## src/rtl/pipe_pkg.sv

```systemverilog
// Shared types and constants for the pipeline control-register bank.
package pipe_pkg;

  typedef logic [3:0] regaddr_t;

  typedef struct packed {
    logic reg_write;
    logic mem_to_reg;
    logic mem_write;
    logic pc_src;
    logic branch;
    logic valid;
  } ctrl_t;

  localparam int unsigned NOP_INSTR = 0;

endpackage

```

## src/rtl/pipe_stage_reg.sv

```systemverilog
// Generic pipeline register: synchronous reset, then synchronous clear, then enable.
module pipe_stage_reg #(
  parameter int unsigned W       = 1,
  parameter logic [W-1:0] CLR_VAL = '0
) (
  input  logic         clk,
  input  logic         reset,
  input  logic         en,
  input  logic         clr,
  input  logic [W-1:0] d,
  output logic [W-1:0] q
);

  always_ff @(posedge clk) begin
    if (reset)    q <= '0;
    else if (clr) q <= CLR_VAL;
    else if (en)  q <= d;
  end

endmodule

```

## src/rtl/pipe_ctrl_regs.sv

```systemverilog
// F/D/E/M/W control-register bank driven by hazard-unit stall/flush commands.
// Optional performance counters: define PIPE_CTRL_PERF_EN.
module pipe_ctrl_regs
  import pipe_pkg::*;
#(
  parameter int unsigned INSTR_W = 32,
  parameter int unsigned PC_W    = 32,
  parameter int unsigned RA_W    = 4
) (
  input  logic               clk,
  input  logic               reset,
  input  logic               StallF,
  input  logic               StallD,
  input  logic               FlushD,
  input  logic               FlushE,
  input  logic [PC_W-1:0]    PCNextF,
  input  logic [INSTR_W-1:0] InstrF,
  output logic [PC_W-1:0]    PCF,
  output logic [INSTR_W-1:0] InstrD,
  output logic               ValidD,
  input  logic [RA_W-1:0]    RA1D,
  input  logic [RA_W-1:0]    RA2D,
  input  logic [RA_W-1:0]    WA3D,
  input  logic               RegWriteD,
  input  logic               MemtoRegD,
  input  logic               MemWriteD,
  input  logic               PCSrcD,
  input  logic               BranchD,
  input  logic               CondExE,
  output logic [RA_W-1:0]    RA1E,
  output logic [RA_W-1:0]    RA2E,
  output logic [RA_W-1:0]    WA3E,
  output logic               RegWriteE,
  output logic               MemtoRegE,
  output logic               MemWriteE,
  output logic               PCSrcE,
  output logic               BranchE,
  output logic               ValidE,
  output logic               BranchTakenE,
  output logic [RA_W-1:0]    WA3M,
  output logic [RA_W-1:0]    WA3W,
  output logic               RegWriteM,
  output logic               MemtoRegM,
  output logic               MemWriteM,
  output logic               PCSrcM,
  output logic               ValidM,
  output logic               RegWriteW,
  output logic               MemtoRegW,
  output logic               PCSrcW,
  output logic               ValidW
`ifdef PIPE_CTRL_PERF_EN
  ,
  output logic [31:0]        StallCnt,
  output logic [31:0]        FlushCnt,
  output logic [31:0]        RetireCnt
`endif
);

  localparam int unsigned E_W = $bits(ctrl_t) + 3 * RA_W;
  localparam int unsigned M_W = 5 + RA_W;
  localparam int unsigned W_W = 4 + RA_W;

  ctrl_t            ctrl_d, ctrl_e;
  logic [E_W-1:0]   e_d, e_q;
  logic [M_W-1:0]   m_d, m_q;
  logic [W_W-1:0]   w_d, w_q;

  // F stage
  pipe_stage_reg #(.W(PC_W)) u_f (
    .clk(clk), .reset(reset), .en(!StallF), .clr(1'b0),
    .d(PCNextF), .q(PCF)
  );

  // D stage: flush loads a NOP bubble
  pipe_stage_reg #(
    .W(INSTR_W + 1),
    .CLR_VAL({INSTR_W'(NOP_INSTR), 1'b0})
  ) u_d (
    .clk(clk), .reset(reset), .en(!StallD), .clr(FlushD),
    .d({InstrF, 1'b1}), .q({InstrD, ValidD})
  );

  // Controls are gated by ValidD so a bubble can never write
  always_comb begin
    ctrl_d            = '0;
    ctrl_d.reg_write  = RegWriteD & ValidD;
    ctrl_d.mem_to_reg = MemtoRegD & ValidD;
    ctrl_d.mem_write  = MemWriteD & ValidD;
    ctrl_d.pc_src     = PCSrcD    & ValidD;
    ctrl_d.branch     = BranchD   & ValidD;
    ctrl_d.valid      = ValidD;
  end

  assign e_d = {ctrl_d, RA1D, RA2D, WA3D};

  pipe_stage_reg #(.W(E_W)) u_e (
    .clk(clk), .reset(reset), .en(1'b1), .clr(FlushE),
    .d(e_d), .q(e_q)
  );

  assign {ctrl_e, RA1E, RA2E, WA3E} = e_q;
  assign RegWriteE = ctrl_e.reg_write;
  assign MemtoRegE = ctrl_e.mem_to_reg;
  assign MemWriteE = ctrl_e.mem_write;
  assign PCSrcE    = ctrl_e.pc_src;
  assign BranchE   = ctrl_e.branch;
  assign ValidE    = ctrl_e.valid;

  assign BranchTakenE = BranchE & CondExE & ValidE;

  // M stage: side-effecting controls are squashed when the condition fails
  assign m_d = {RegWriteE & CondExE, MemtoRegE, MemWriteE & CondExE,
                PCSrcE & CondExE, ValidE, WA3E};

  pipe_stage_reg #(.W(M_W)) u_m (
    .clk(clk), .reset(reset), .en(1'b1), .clr(1'b0),
    .d(m_d), .q(m_q)
  );

  assign {RegWriteM, MemtoRegM, MemWriteM, PCSrcM, ValidM, WA3M} = m_q;

  assign w_d = {RegWriteM, MemtoRegM, PCSrcM, ValidM, WA3M};

  pipe_stage_reg #(.W(W_W)) u_w (
    .clk(clk), .reset(reset), .en(1'b1), .clr(1'b0),
    .d(w_d), .q(w_q)
  );

  assign {RegWriteW, MemtoRegW, PCSrcW, ValidW, WA3W} = w_q;

`ifdef PIPE_CTRL_PERF_EN
  always_ff @(posedge clk) begin
    if (reset) begin
      StallCnt  <= '0;
      FlushCnt  <= '0;
      RetireCnt <= '0;
    end else begin
      if (StallD && StallCnt != '1)            StallCnt  <= StallCnt + 32'd1;
      if ((FlushD || FlushE) && FlushCnt != '1) FlushCnt  <= FlushCnt + 32'd1;
      if (ValidW && RetireCnt != '1)           RetireCnt <= RetireCnt + 32'd1;
    end
  end
`endif

endmodule

```

## config.mk

```make
export PLATFORM = sky130hd
export DESIGN_NAME = pipe_ctrl_regs
export DESIGN_NICKNAME = d
export VERILOG_FILES = /design/src/rtl/pipe_pkg.sv /design/src/rtl/pipe_stage_reg.sv /design/src/rtl/pipe_ctrl_regs.sv
export SDC_FILE = /design/constraint.sdc
export NUM_CORES = 1
export LEC_CHECK = 0
export ABC_CLOCK_PERIOD_IN_PS = 820
export CAP_MARGIN = 20
export CORE_ASPECT_RATIO = 1.1
export CORE_MARGIN = 2
export CORE_UTILIZATION = 34
export CTS_CLUSTER_DIAMETER = 50
export DETAILED_ROUTE_END_ITERATION = 12
export PLACE_DENSITY = 0.8
export SLEW_MARGIN = 20
export SYNTH_ARGS = -nofsm -noshare
export SYNTH_HDL_FRONTEND = slang
export SYNTH_SLANG_ARGS = --single-unit
```

## constraint.sdc

```tcl
create_clock -name clk -period 0.82 [get_ports clk]
set_input_delay 0.164 -clock clk [delete_from_list [all_inputs] [get_ports clk]]
set_output_delay 0.164 -clock clk [all_outputs]
set_load 0.1 [all_outputs]
```

# Word-level counts from Yosys, hierarchy flattened
# Index checks and enable logic that the tools add are counted.
[word_totals]
out_inout_bits = 101
regBits = 100
[classes]
reduce_logical = 2
n_bitwise = 10
[ops]
columns = ["op", "n"]
rows = [
  ["$and A1 B1 Y1", 10],
  ["$reduce_or A2 Y1", 2],
]

# Depth between registers and ports, before layout
# Gate-level depths: netlist of run 1.
[depth]
word_depth = 2
ltp_mapped = 4

# Hierarchy
# A second synthesis of run 1 with hierarchy kept.
[unflattened]
hier_cells = 342
area_unflattened_um2 = 3737.3
[by_module_without_submodules]
columns = ["module", "instances", "area_per_inst_um2", "seq_area_each_um2", "cells_each"]
rows = [
  ["pipe_stage_reg (u_d)", 1, 1218.7, 660.6, 108],
  ["pipe_stage_reg (u_f)", 1, 1156.1, 640.6, 105],
  ["pipe_stage_reg (u_e)", 1, 663.1, 360.3, 59],
  ["pipe_stage_reg (u_m)", 1, 329.1, 180.2, 30],
  ["pipe_stage_reg (u_w)", 1, 295.3, 160.2, 27],
  ["pipe_ctrl_regs", 1, 75.1, 0.0, 13],
]

# Worst setup path before layout of run 1
# No wires, ideal clock.
[synth_path]
path_type = "flip-flop to output port"
start = "reg u_e.q[13]"
end = "out BranchTakenE"
slack_ps = -1193
t_required_ps = 656
arrival_ps = 1849
path_stages_with_launch = 2
path_cell_list = "dfxtp_1 -> and3_1"
[synth_via]
elab_chain_cells = 2
[synth_lines]
columns = ["element", "line_no", "text"]
rows = [
  ["start: declaration", "pipe_stage_reg.sv:11", "output logic [W-1:0] q"],
  ["start signal: assignment", "pipe_stage_reg.sv:15", "if (reset) q <= '0;"],
  ["start signal: assignment", "pipe_stage_reg.sv:16", "else if (clr) q <= CLR_VAL;"],
  ["start signal: assignment", "pipe_stage_reg.sv:17", "else if (en) q <= d;"],
  ["$and A1 B1 Y1 (2 in series)", "pipe_ctrl_regs.sv:109", "assign BranchTakenE = BranchE & CondExE & ValidE;"],
  ["end: declaration", "pipe_ctrl_regs.sv:39", "output logic BranchTakenE,"],
]
# Every way passes these cells.

# Final worst setup path of run 1
[layout_path]
start = "reg u_e.q[12]"
end = "out BranchTakenE"
[layout_via]
elab_chain_cells = 1
[layout_lines]
columns = ["element", "line_no"]
rows = [
  ["$and A1 B1 Y1", "pipe_ctrl_regs.sv:109"],
]
# Every way passes these cells.

==> impl_metrics.env, run 1 <==
export IMPL_setup_ws_ps=-414
export IMPL_grt_pass1_wl_mm=14.8
export IMPL_synth_main_ff_cell="dfxtp_1"
export IMPL_post_route_drc_count=0
export IMPL_critical_path_buf_inv_count=1
export IMPL_arrival_ps=1070
export IMPL_synth_top_area_share_pct=60.9
export IMPL_grt_max_degree=32
export IMPL_core_area_sq_um=9400
export IMPL_ys_warn_count=0
export IMPL_yosysMostFrequentCell="dfxtp_1"
export IMPL_startpoint_type="register"
export IMPL_io_pins=189
export IMPL_cts_htree_levels=3
export IMPL_fin_nets=575
export IMPL_die_y_um=107
export IMPL_synth_area_leaders="dfxtp_1 61%, mux2i_1 19%, nor2_1 7.3%, and2_1 2.9%, nor2b_1 2.9%"
export IMPL_cp_max_fo=2
export IMPL_vias_per_cell=4.47
export IMPL_hpwl_mm=7.34
export IMPL_avgSynthCellArea_sq_um=11.3
export IMPL_clockBufferDepth=2
export IMPL_track_usage_pct=18.0
export IMPL_finalHoldViolations=0
export IMPL_io_buffers=188
export IMPL_setup_violations_final=101
export IMPL_totalWireLength_mm=9.43
export IMPL_worstSkewPairLatency_ps=360
export IMPL_critPathTopFamily="flip-flops"
export IMPL_first_pass_iters=6
export IMPL_synth_seq_area_share_pct=60.9
export IMPL_gp_congestion=0.738
export IMPL_finalWorstPathRequiredPeriod_ps=1230
export IMPL_syn_area_sq_um=3290
export IMPL_wire_per_inst_um=15.5
export IMPL_finalPower_mw=11.5
export IMPL_maxCapViolCount=0
export IMPL_n_antenna_cell=0
export IMPL_syn_num_nets=379
export IMPL_synth_cell_types=15
export IMPL_rows=37
export IMPL_ys_ff_latch=100
export IMPL_cp_end_kind="output pin"
export IMPL_drtIter0Drc=76
export IMPL_skew_ps=10.2
export IMPL_cts_buffers=9
export IMPL_overflow=0
export IMPL_postSynthCellCount=291
export IMPL_hold_slack_ps=180
export IMPL_cts_clk_slew_worst_paths_ps=90
export IMPL_synth_edf_count=0
export IMPL_drive_above_1_share_pct=50.0
export IMPL_die_w_um=97.7
export IMPL_max_freq_ghz=0.810
export IMPL_root_buffer="clkbuf_8"
export IMPL_max_slew_margin_pct=79.2
export IMPL_fillers=599
export IMPL_post_route_period_util_pct=150
export IMPL_ir_drop_mv=1.13
export IMPL_slowest_delay_ps=350
export IMPL_antenna_found_initial=0
export IMPL_p_leak_nw=2.93
export IMPL_vias=2722
export IMPL_synthTopCellsByCount="100 x dfxtp_1, 64 x mux2i_1, 64 x nor2_1"
export IMPL_crit_type="reg -> out"
export IMPL_area_growth_syn_to_layout_pct=112
export IMPL_cts_tree="done"
export IMPL_die_area_sq_um=10500
export IMPL_path_cells="and3_4, buf_12"
export IMPL_drv_slew=0
export IMPL_grt_pass1_vias=2967
export IMPL_synth_largest_area_cell="dfxtp_1"
export IMPL_violations="setup timing"
export IMPL_cpMaxStageDelayCell="dfxtp_4"
export IMPL_hold_class="in -> reg"
export IMPL_status="complete, but fails checks"
export IMPL_postSynth_asyncResetShare_pct=0
export IMPL_p_per_area_nw_per_um2=1640
export IMPL_cts_hold_buf=0
export IMPL_cts_sinks=100
export IMPL_required_ps=660
export IMPL_tightest_slew_ps=312
export IMPL_postRouteAntennaNets=0
export IMPL_rsz0062_at_grt="true"
export IMPL_start_util_pct=35.0
## metal layers
| layer | GRT usage [%] | up-vias | wire length, um |
|---|---|---|---|
| li1 | - | 1333 | - |
| met1 | 17.6 | 1261 | 3290 |
| met2 | 33.6 | 115 | 5180 |
| met3 | 7.37 | 13 | 792 |
| met4 | 6.94 | 0 | 166 |
| met5 | 0 | - | 0 |
## final timing paths
kind	start	to	slack (ps)	depth (start not counted)
min	FlushE	u_e.q[12]$_SDFF_PP0_	180	2
min reg2reg	u_e.q[17]$_SDFF_PP0_	u_m.q[8]$_SDFF_PP0_	490	1
max	u_e.q[12]$_SDFF_PP0_	BranchTakenE	-410	2
max reg2reg	u_d.q[0]$_SDFFE_PP0N_	u_e.q[15]$_SDFF_PP0_	60	2
## kinds of logic (layout without fill, tap and decap cells)
logic type	count (synthesis)	count (layout)	synth area share (%)
flip-flops	100	100	60.9
buffers and inverters	23	222	4.72
multiplexers	64	64	19.5
AO/OA/AOI/OAI	1	1	0.152
AND/OR/NAND/NOR	103	105	14.7
## metrics by stage
step	cells	util (%)	setup TNS, ps	setup slack [ps]	area (sq um)
2_1_floorplan	291	-	-296	-296	3640
3_3_place_gp	587	70.7	-21280	-446	6640
3_5_place_dp	587	70.7	-24790	-521	6640
4_1_cts	606	73.7	-26330	-438	6930
5_1_grt	609	74.3	-28220	-459	6980
6_report	609	74.3	-23740	-414	6980
## cells in the final DEF, fill, tap and decap left out
master / netlist / routed
a21oi_1: 1 / 1
clkbuf_8: 0 / 9
buf_16: 0 / 1
or2_4: 0 / 1
buf_2: 7 / 3
clkdlybuf4s50_1: 0 / 82
clkinv_2: 0 / 1
buf_12: 0 / 106
dfxtp_2: 0 / 21
dfxtp_4: 0 / 79
mux2i_1: 64 / 64
nor2b_1: 15 / 15
nor2_1: 64 / 60
and3_4: 0 / 1
clkbuf_1: 2 / 2
and2_1: 15 / 15
inv_2: 0 / 1
nor2_4: 0 / 3
inv_4: 0 / 1
and3_1: 6 / 5
clkbuf_16: 0 / 4
buf_4: 10 / 10
nor2_2: 1 / 4
dlymetal6s2s_1: 0 / 2
nor3_2: 0 / 1
## area by class of cell
class                           count  area [sq um]  share of cell area [%]
Clock buffer                       14           206                    2.96
Tap cell                          117           146                    2.10
Sequential cell                   100          2320                    33.3
Timing Repair Buffer              205          3110                    44.6
Multi-Input combinational cell    170          1180                    16.9
Inverter                            1          3.75                  0.0538
Clock inverter                      2          11.3                   0.161
## power breakdown
group          internal [mW]  switching [mW]
clock network           1.66            1.62
logic                   1.33            1.78
registers               4.90           0.189
## timing repair
action | in CTS | in global routing
endpoints found under the hold margin | 0 | 0
setup buffers | 2 | 0
pin swaps | 2 | 3
gates resized for setup | 11 | 5
cloned | 1 | 3
endpoints found under the setup margin | 149 | 122
## flip-flops by register name (all words and copies together), names as in the netlist
signal  flops
u_f.q      32
u_w.q       8
u_e.q      18
u_d.q      33
u_m.q       9
(Power assumes the default switching activity.)
==> run 2, diff against run 1 <==
--- a/config.mk
+++ b/config.mk
@@ -9,10 +9,11 @@
 export CAP_MARGIN = 20
 export CORE_ASPECT_RATIO = 1.1
 export CORE_MARGIN = 2
-export CORE_UTILIZATION = 34
+export CORE_UTILIZATION = 45
 export CTS_CLUSTER_DIAMETER = 50
 export DETAILED_ROUTE_END_ITERATION = 12
-export PLACE_DENSITY = 0.8
+export DONT_BUFFER_PORTS = 1
+export PLACE_DENSITY = 0.66
 export SLEW_MARGIN = 20
 export SYNTH_ARGS = -nofsm -noshare
 export SYNTH_HDL_FRONTEND = slang
==> run 2 against run 1 <==
  * The flow finishes with violations (hold timing, setup timing)
  * Sequential cell count unchanged
  * Die area fell by 24%
  * Global-route usage is 10 points higher
  * Via count rose by 1.5%
  * Non-clock buffer count is 40 lower
  * First-iteration DRC count is 13% lower
  * Critical endpoint unchanged
  * Largest cell class unchanged
==> impl_metrics.env, run 2 (synthesis results as in run 1) <==
export IMPL_slowest_delay_ps=360
export IMPL_hold_slack_ps=-152
export IMPL_drive_above_1_share_pct=54.4
export IMPL_hpwl_mm=6.56
export IMPL_first_pass_iters=4
export IMPL_post_route_period_util_pct=153
export IMPL_cpMaxStageDelayCell="dfxtp_4"
export IMPL_p_leak_nw=2.73
export IMPL_clockBufferDepth=2
export IMPL_top_regs="u_d.q (33), u_f.q (32), u_e.q (18)"
export IMPL_post_route_util_pct=91.9
export IMPL_postRouteAntennaNets=0
export IMPL_cp_max_fo=2
export IMPL_cts_clk_slew_worst_paths_ps=110
export IMPL_rsz0062_at_grt="true"
export IMPL_gp_congestion=0.730
export IMPL_hold_class="in -> reg"
export IMPL_n_antenna_cell=0
export IMPL_totalWireLength_mm=12.6
export IMPL_switching_share_pct=32.6
export IMPL_die_area_sq_um=8000
export IMPL_core_area_sq_um=7050
export IMPL_start_util_pct=46.6
export IMPL_status="complete, but fails checks"
export IMPL_cts_tree="done"
export IMPL_power_frac_clock_pct=30.3
export IMPL_finalHoldViolations=61
export IMPL_startpoint_type="register"
export IMPL_wire_per_inst_um=23.5
export IMPL_overflow=0
export IMPL_area_growth_syn_to_layout_pct=97.0
export IMPL_hp_start="reset"
export IMPL_largest_register="u_d.q"
export IMPL_post_route_drc_count=0
export IMPL_cts_sinks=100
export IMPL_worstSkewPairLatency_ps=370
export IMPL_maxCapViolCount=0
export IMPL_antenna_found_initial=0
export IMPL_drtIter0Drc=66
export IMPL_startpoint="u_e.q[13]$_SDFF_PP0_"
export IMPL_grt_max_degree=51
export IMPL_path_cells="and3_4, buf_12"
export IMPL_vias=2762
export IMPL_max_slew_margin_pct=81.9
export IMPL_critPathTopFamily="flip-flops"
export IMPL_switchingPower_mw=3.70
export IMPL_layout_common_cells="101 x buf_12, 79 x dfxtp_4, 63 x nor2_1, 58 x mux2i_1, 48 x dlygate4sd3_1"
export IMPL_crit_type="reg -> out"
export IMPL_worstReg2RegStart="u_d.q[24]$_SDFFE_PP0N_"
export IMPL_root_buffer="clkbuf_8"
export IMPL_max_freq_ghz=0.795
export IMPL_drv_slew=0
export IMPL_dp_slack_ps=-34.3
export IMPL_fin_nets=533
export IMPL_p_per_area_nw_per_um2=1750
export IMPL_violations="hold timing, setup timing"
export IMPL_comb_power_share_pct=24.6
export IMPL_grt_pass1_wl_mm=16.7
export IMPL_die_w_um=85.5
export IMPL_fillers=222
export IMPL_pwr_share_seq_pct=45.0
export IMPL_required_ps=660
export IMPL_track_usage_pct=28.1
export IMPL_setup_violations_final=110
export IMPL_final_common_cell="buf_12"
export IMPL_grt_pass1_vias=3087
export IMPL_cts_htree_levels=3
export IMPL_critical_path_buf_inv_count=1
export IMPL_io_pins=189
export IMPL_cts_buffers=9
export IMPL_arrival_ps=1090
export IMPL_finalWorstPathRequiredPeriod_ps=1260
export IMPL_tightest_slew_ps=266
export IMPL_io_buffers=0
export IMPL_die_y_um=93.6
export IMPL_ir_drop_mv=1.26
export IMPL_setup_ws_ps=-438
export IMPL_vias_per_cell=5.16
export IMPL_largest_register_ffs=33
export IMPL_skew_ps=13.2
export IMPL_internal_power_mw=7.65
export IMPL_rows=32
export IMPL_cp_end_kind="output pin"
==> run 2: cell count changes in the layout (fill, tap and decap cells not counted), moves of 3 or more <==
cell and delta:
clkdlybuf4s50_1 -82, dlygate4sd3_1 +48, mux2i_1 -6, buf_12 -5, mux2i_2 +5, buf_2 -3, buf_4 +3, buf_6 +3
nor2_1 +3, nor2_4 -3
==> run 2: worst register-to-register path: cells and delay by family (launching register included) <==
| family | cells | cell delay, ps |
|---|---|---|
| AND/OR/NAND/NOR | 1 | 80 |
| flip-flops | 1 | 370 |
| buffers and inverters | 1 | 140 |
| multiplexers | 1 | 200 |
==> run 2: power groups by stage <==
stage | registers, mW | clock network (mW) | logic [mW]
floorplan | 6.39 | 0 | 0.507
global placement | 5.19 | 0 | 2.45
detailed placement | 5.21 | 0 | 2.49
CTS | 5.09 | 3.39 | 2.69
global route | 5.13 | 3.63 | 2.85
finish | 5.11 | 3.44 | 2.80
==> run 2: metal layers <==
metal,vias up,part of all wire [%],global-route usage [%]
met3,34,6.5,8.03
met2,146,56,51.4
met1,1331,33,27.5
met4,0,3.8,18.0
met5,-,0,0
li1,1251,-,-
==> run 2: worst paths after layout <==
path,endpoint,slack (ps),cells past startpoint
worst max-delay path,BranchTakenE,-440,2
worst min-delay path,u_e.q[12]$_SDFF_PP0_,-150,1
worst min register to register,u_w.q[7]$_SDFF_PP0_,510,1
worst max register to register,u_d.q[24]$_SDFFE_PP0N_,-70,3
==> run 2: stage by stage <==
stage	total power [mW]	instance area, sq um	TNS, ps	instances
2_1_floorplan	6.89	3640	-296	291
3_3_place_gp	7.64	5630	-17.4	461
3_5_place_dp	7.70	5630	-102	461
4_1_cts	11.2	6370	-26210	529
5_1_grt	11.6	6470	-28890	535
6_report	11.4	6470	-26510	535
==> run 2: final cells by class <==
| cell class | instances | area [sq um] | share of cell area, % |
|---|---|---|---|
| clock buffer | 13 | 201 | 3.11 |
| clock inverter | 3 | 21.3 | 0.329 |
| multi-input combinational | 168 | 1180 | 18.3 |
| inverter | 1 | 3.75 | 0.0580 |
| timing repair buffer | 165 | 2630 | 40.7 |
| sequential | 100 | 2320 | 35.9 |
| tap | 85 | 106 | 1.64 |
==> run 2: repair_timing <==
item	in CTS	in global routing
resized for setup	6	12
endpoints found under the hold margin	94	65
hold buffers	47	1
setup buffers	5	6
endpoints found under the setup margin	102	106
pin swaps	1	3
==> run 3, diff against run 2 <==
--- a/config.mk
+++ b/config.mk
@@ -5,6 +5,7 @@
 export SDC_FILE = /design/constraint.sdc
 export NUM_CORES = 1
 export LEC_CHECK = 0
+export ABC_AREA = 1
 export ABC_CLOCK_PERIOD_IN_PS = 820
 export CAP_MARGIN = 20
 export CORE_ASPECT_RATIO = 1.1
==> run 3 against run 2 <==
  * Cell count rose by 42%
  * Clock-buffer cell count decreased by 3
  * Largest power group unchanged
  * Maximum frequency rose by 1.1%
  * Total power rose by 6.5%
  * Sequential power is 2% higher
  * The run still ends with hold timing, setup timing left
  * Area after synthesis rose by 9.0%
  * Critical path type unchanged
  * Register-to-register slack gained 50 ps
  * Combinational power rose by 24%
  * Synthesized cell count increased by 58%
  * Via count up 31%
  * First-iteration DRC count rose by 100%
==> impl_metrics.env, run 3 <==
export IMPL_wire_per_inst_um=17.4
export IMPL_startpoint_type="register"
export IMPL_synth_compound_area_share_pct=4.68
export IMPL_grt_pass1_vias=3705
export IMPL_antenna_found_initial=0
export IMPL_cts_buffers=9
export IMPL_yosys_area_share_adder_pct=0
export IMPL_postRouteAntennaNets=0
export IMPL_required_ps=660
export IMPL_ys_ff_latch=100
export IMPL_largest_register_ffs=33
export IMPL_area_growth_syn_to_layout_pct=98.8
export IMPL_fin_nets=735
export IMPL_synth_xor_xnor_area_share_pct=0
export IMPL_final_common_cell="nor2_1"
export IMPL_post_route_period_util_pct=152
export IMPL_synth_area_leaders="dfxtp_1 56%, nor2_1 16%, nand2_1 7.6%, inv_1 6.4%, o21ai_0 4.3%"
export IMPL_syn_num_nets=549
export IMPL_cts_sinks=100
export IMPL_layout_common_cells="151 x nor2_1, 104 x buf_12, 79 x dfxtp_4, 75 x dlygate4sd3_1, 68 x nand2_1"
export IMPL_synth_cell_types=17
export IMPL_ys_warn_count=0
export IMPL_postSynth_asyncResetShare_pct=0
export IMPL_cp_end_kind="output pin"
export IMPL_synth_top_area_share_pct=55.9
export IMPL_layout_cell_area_non_filler_sq_um=7120
export IMPL_start_util_pct=45.8
export IMPL_fillers=308
export IMPL_max_slew_margin_pct=57.3
export IMPL_crit_type="reg -> out"
export IMPL_die_area_sq_um=8690
export IMPL_n_antenna_cell=0
export IMPL_yosysMostFrequentCell="nor2_1"
export IMPL_cts_htree_levels=3
export IMPL_io_buffers=0
export IMPL_synth_main_ff_cell="dfxtp_1"
export IMPL_worstSkewPairLatency_ps=360
export IMPL_ir_drop_mv=1.03
export IMPL_largest_register="u_d.q"
export IMPL_status="complete, but fails checks"
export IMPL_yosys_area_share_simple_pct=27.7
export IMPL_hold_slack_ps=-53.0
export IMPL_cp_max_fo=2
export IMPL_vias=3615
export IMPL_grt_max_degree=62
export IMPL_rows=34
export IMPL_track_usage_pct=28.6
export IMPL_synth_top_family_by_area="simple AND/OR/NAND/NOR gates"
export IMPL_postSynthCellCount=461
export IMPL_layoutNonFillerInstCount=760
export IMPL_rsz0062_at_grt="true"
export IMPL_die_w_um=89.1
export IMPL_hpwl_mm=7.32
export IMPL_synthTopCellsByCount="154 x nor2_1, 100 x dfxtp_1, 73 x nand2_1"
export IMPL_grt_pass1_wl_mm=18.7
export IMPL_skew_ps=10.2
export IMPL_overflow=0
export IMPL_place_area_sq_um=5960
export IMPL_finalHoldViolations=28
export IMPL_io_pins=189
export IMPL_first_pass_iters=5
export IMPL_totalWireLength_mm=13.2
export IMPL_setup_violations_final=102
export IMPL_finalWorstPathRequiredPeriod_ps=1240
export IMPL_drive_above_1_share_pct=40.5
export IMPL_clockBufferDepth=2
export IMPL_avgSynthCellArea_sq_um=7.77
export IMPL_tightest_slew_ps=641
export IMPL_synth_seq_area_share_pct=55.9
export IMPL_arrival_ps=1080
export IMPL_core_area_sq_um=7830
export IMPL_placedCellCount=651
export IMPL_maxCapViolCount=0
export IMPL_gp_congestion=0.747
export IMPL_syn_area_sq_um=3580
export IMPL_max_freq_ghz=0.803
export IMPL_setup_ws_ps=-425
export IMPL_post_route_drc_count=0
export IMPL_violations="hold timing, setup timing"
export IMPL_top_regs="u_d.q (33), u_f.q (32), u_e.q (18)"
export IMPL_die_y_um=97.6
export IMPL_drv_slew=0
export IMPL_p_per_area_nw_per_um2=1700
export IMPL_root_buffer="clkbuf_8"
export IMPL_cts_tree="done"
export IMPL_hold_class="in -> reg"
export IMPL_synth_largest_area_cell="dfxtp_1"
export IMPL_drtIter0Drc=135
export IMPL_cts_clk_slew_worst_paths_ps=100
export IMPL_synth_mux_area_share_pct=0
export IMPL_p_leak_nw=3.05
export IMPL_synth_edf_count=0
export IMPL_vias_per_cell=4.76
## run 3: changes by cell type after synthesis, sizes merged, moves of 4 or more
cell and change:
nor2 +100, nor2b -15, nand2 +73, mux2i -64, o21ai +32, and3 -6
inv +61, and2 -15, buf +4
## run 3: layer usage
metal | vias up | GRT usage [%] | share of wire, %
met5 | - | 0 | 0
met4 | 0 | 12.1 | 3.4
met3 | 34 | 8.07 | 7.5
met2 | 174 | 55.6 | 56
met1 | 1691 | 26.5 | 33
li1 | 1716 | - | -
## run 3: final timing paths
| path | end | slack [ps] | from | cells after the start |
|---|---|---|---|---|
| setup reg to reg | u_f.q[30]$_SDFFE_PP0N_ | -20 | u_f.q[30]$_SDFFE_PP0N_ | 3 |
| setup / recovery | BranchTakenE | -420 | u_e.q[12]$_SDFF_PP0_ | 3 |
| hold reg to reg | u_m.q[7]$_SDFF_PP0_ | 460 | u_e.q[16]$_SDFF_PP0_ | 2 |
| hold / removal | u_d.q[10]$_SDFFE_PP0N_ | -50 | StallD | 2 |
## run 3: final cells by class
cell class              instances  area [sq um]  share of cell area, %
clock inverters                 6          86.3                   1.21
flip-flops and latches        100          2320                   32.6
repair buffers                202          3020                   42.5
well taps                     108           135                   1.90
clock buffers                  10           128                   1.79
multi-input cells             272          1190                   16.7
inverters                      62           235                   3.30
## run 3: critical path, stage by stage, from the launching register on
cell	delay [ps]
dfxtp_4	380
inv_4	40
nor2_4	130
buf_12	180
## run 3: cell families after synthesis
family                 after synthesis
AOI/OAI and AO/OA                   33
buffers and inverters               89
DFF                                100
and+or+nand+nor                    239
## run 3: stage by stage
stage / setup WS (ps) / TNS (ps) / power [mW] / utilization (%)
6_report: -425 / -24320 / 12.1 / 91.0
5_1_grt: -470 / -27260 / 12.5 / 91.0
4_1_cts: -428 / -35300 / 12.0 / 89.5
3_5_place_dp: -54.6 / -54.6 / 8.32 / 76.2
3_3_place_gp: -21.7 / -21.7 / 8.25 / 76.2
2_1_floorplan: -470 / -509 / 7.28 / -
## run 3: power by group
part           internal [mW]  switching, mW  total (mW)
sequential              4.96          0.241        5.20
combinational           1.31           2.17        3.48
clock                   1.72           1.68        3.40
## run 3: repair_timing
| action | CTS | global route |
|---|---|---|
| endpoints found under the setup margin | 101 | 140 |
| setup buffers | 8 | 8 |
| hold buffers | 73 | 4 |
| resized for setup | 12 | 11 |
| pin swaps | 1 | 0 |
| endpoints found under the hold margin | 92 | 30 |
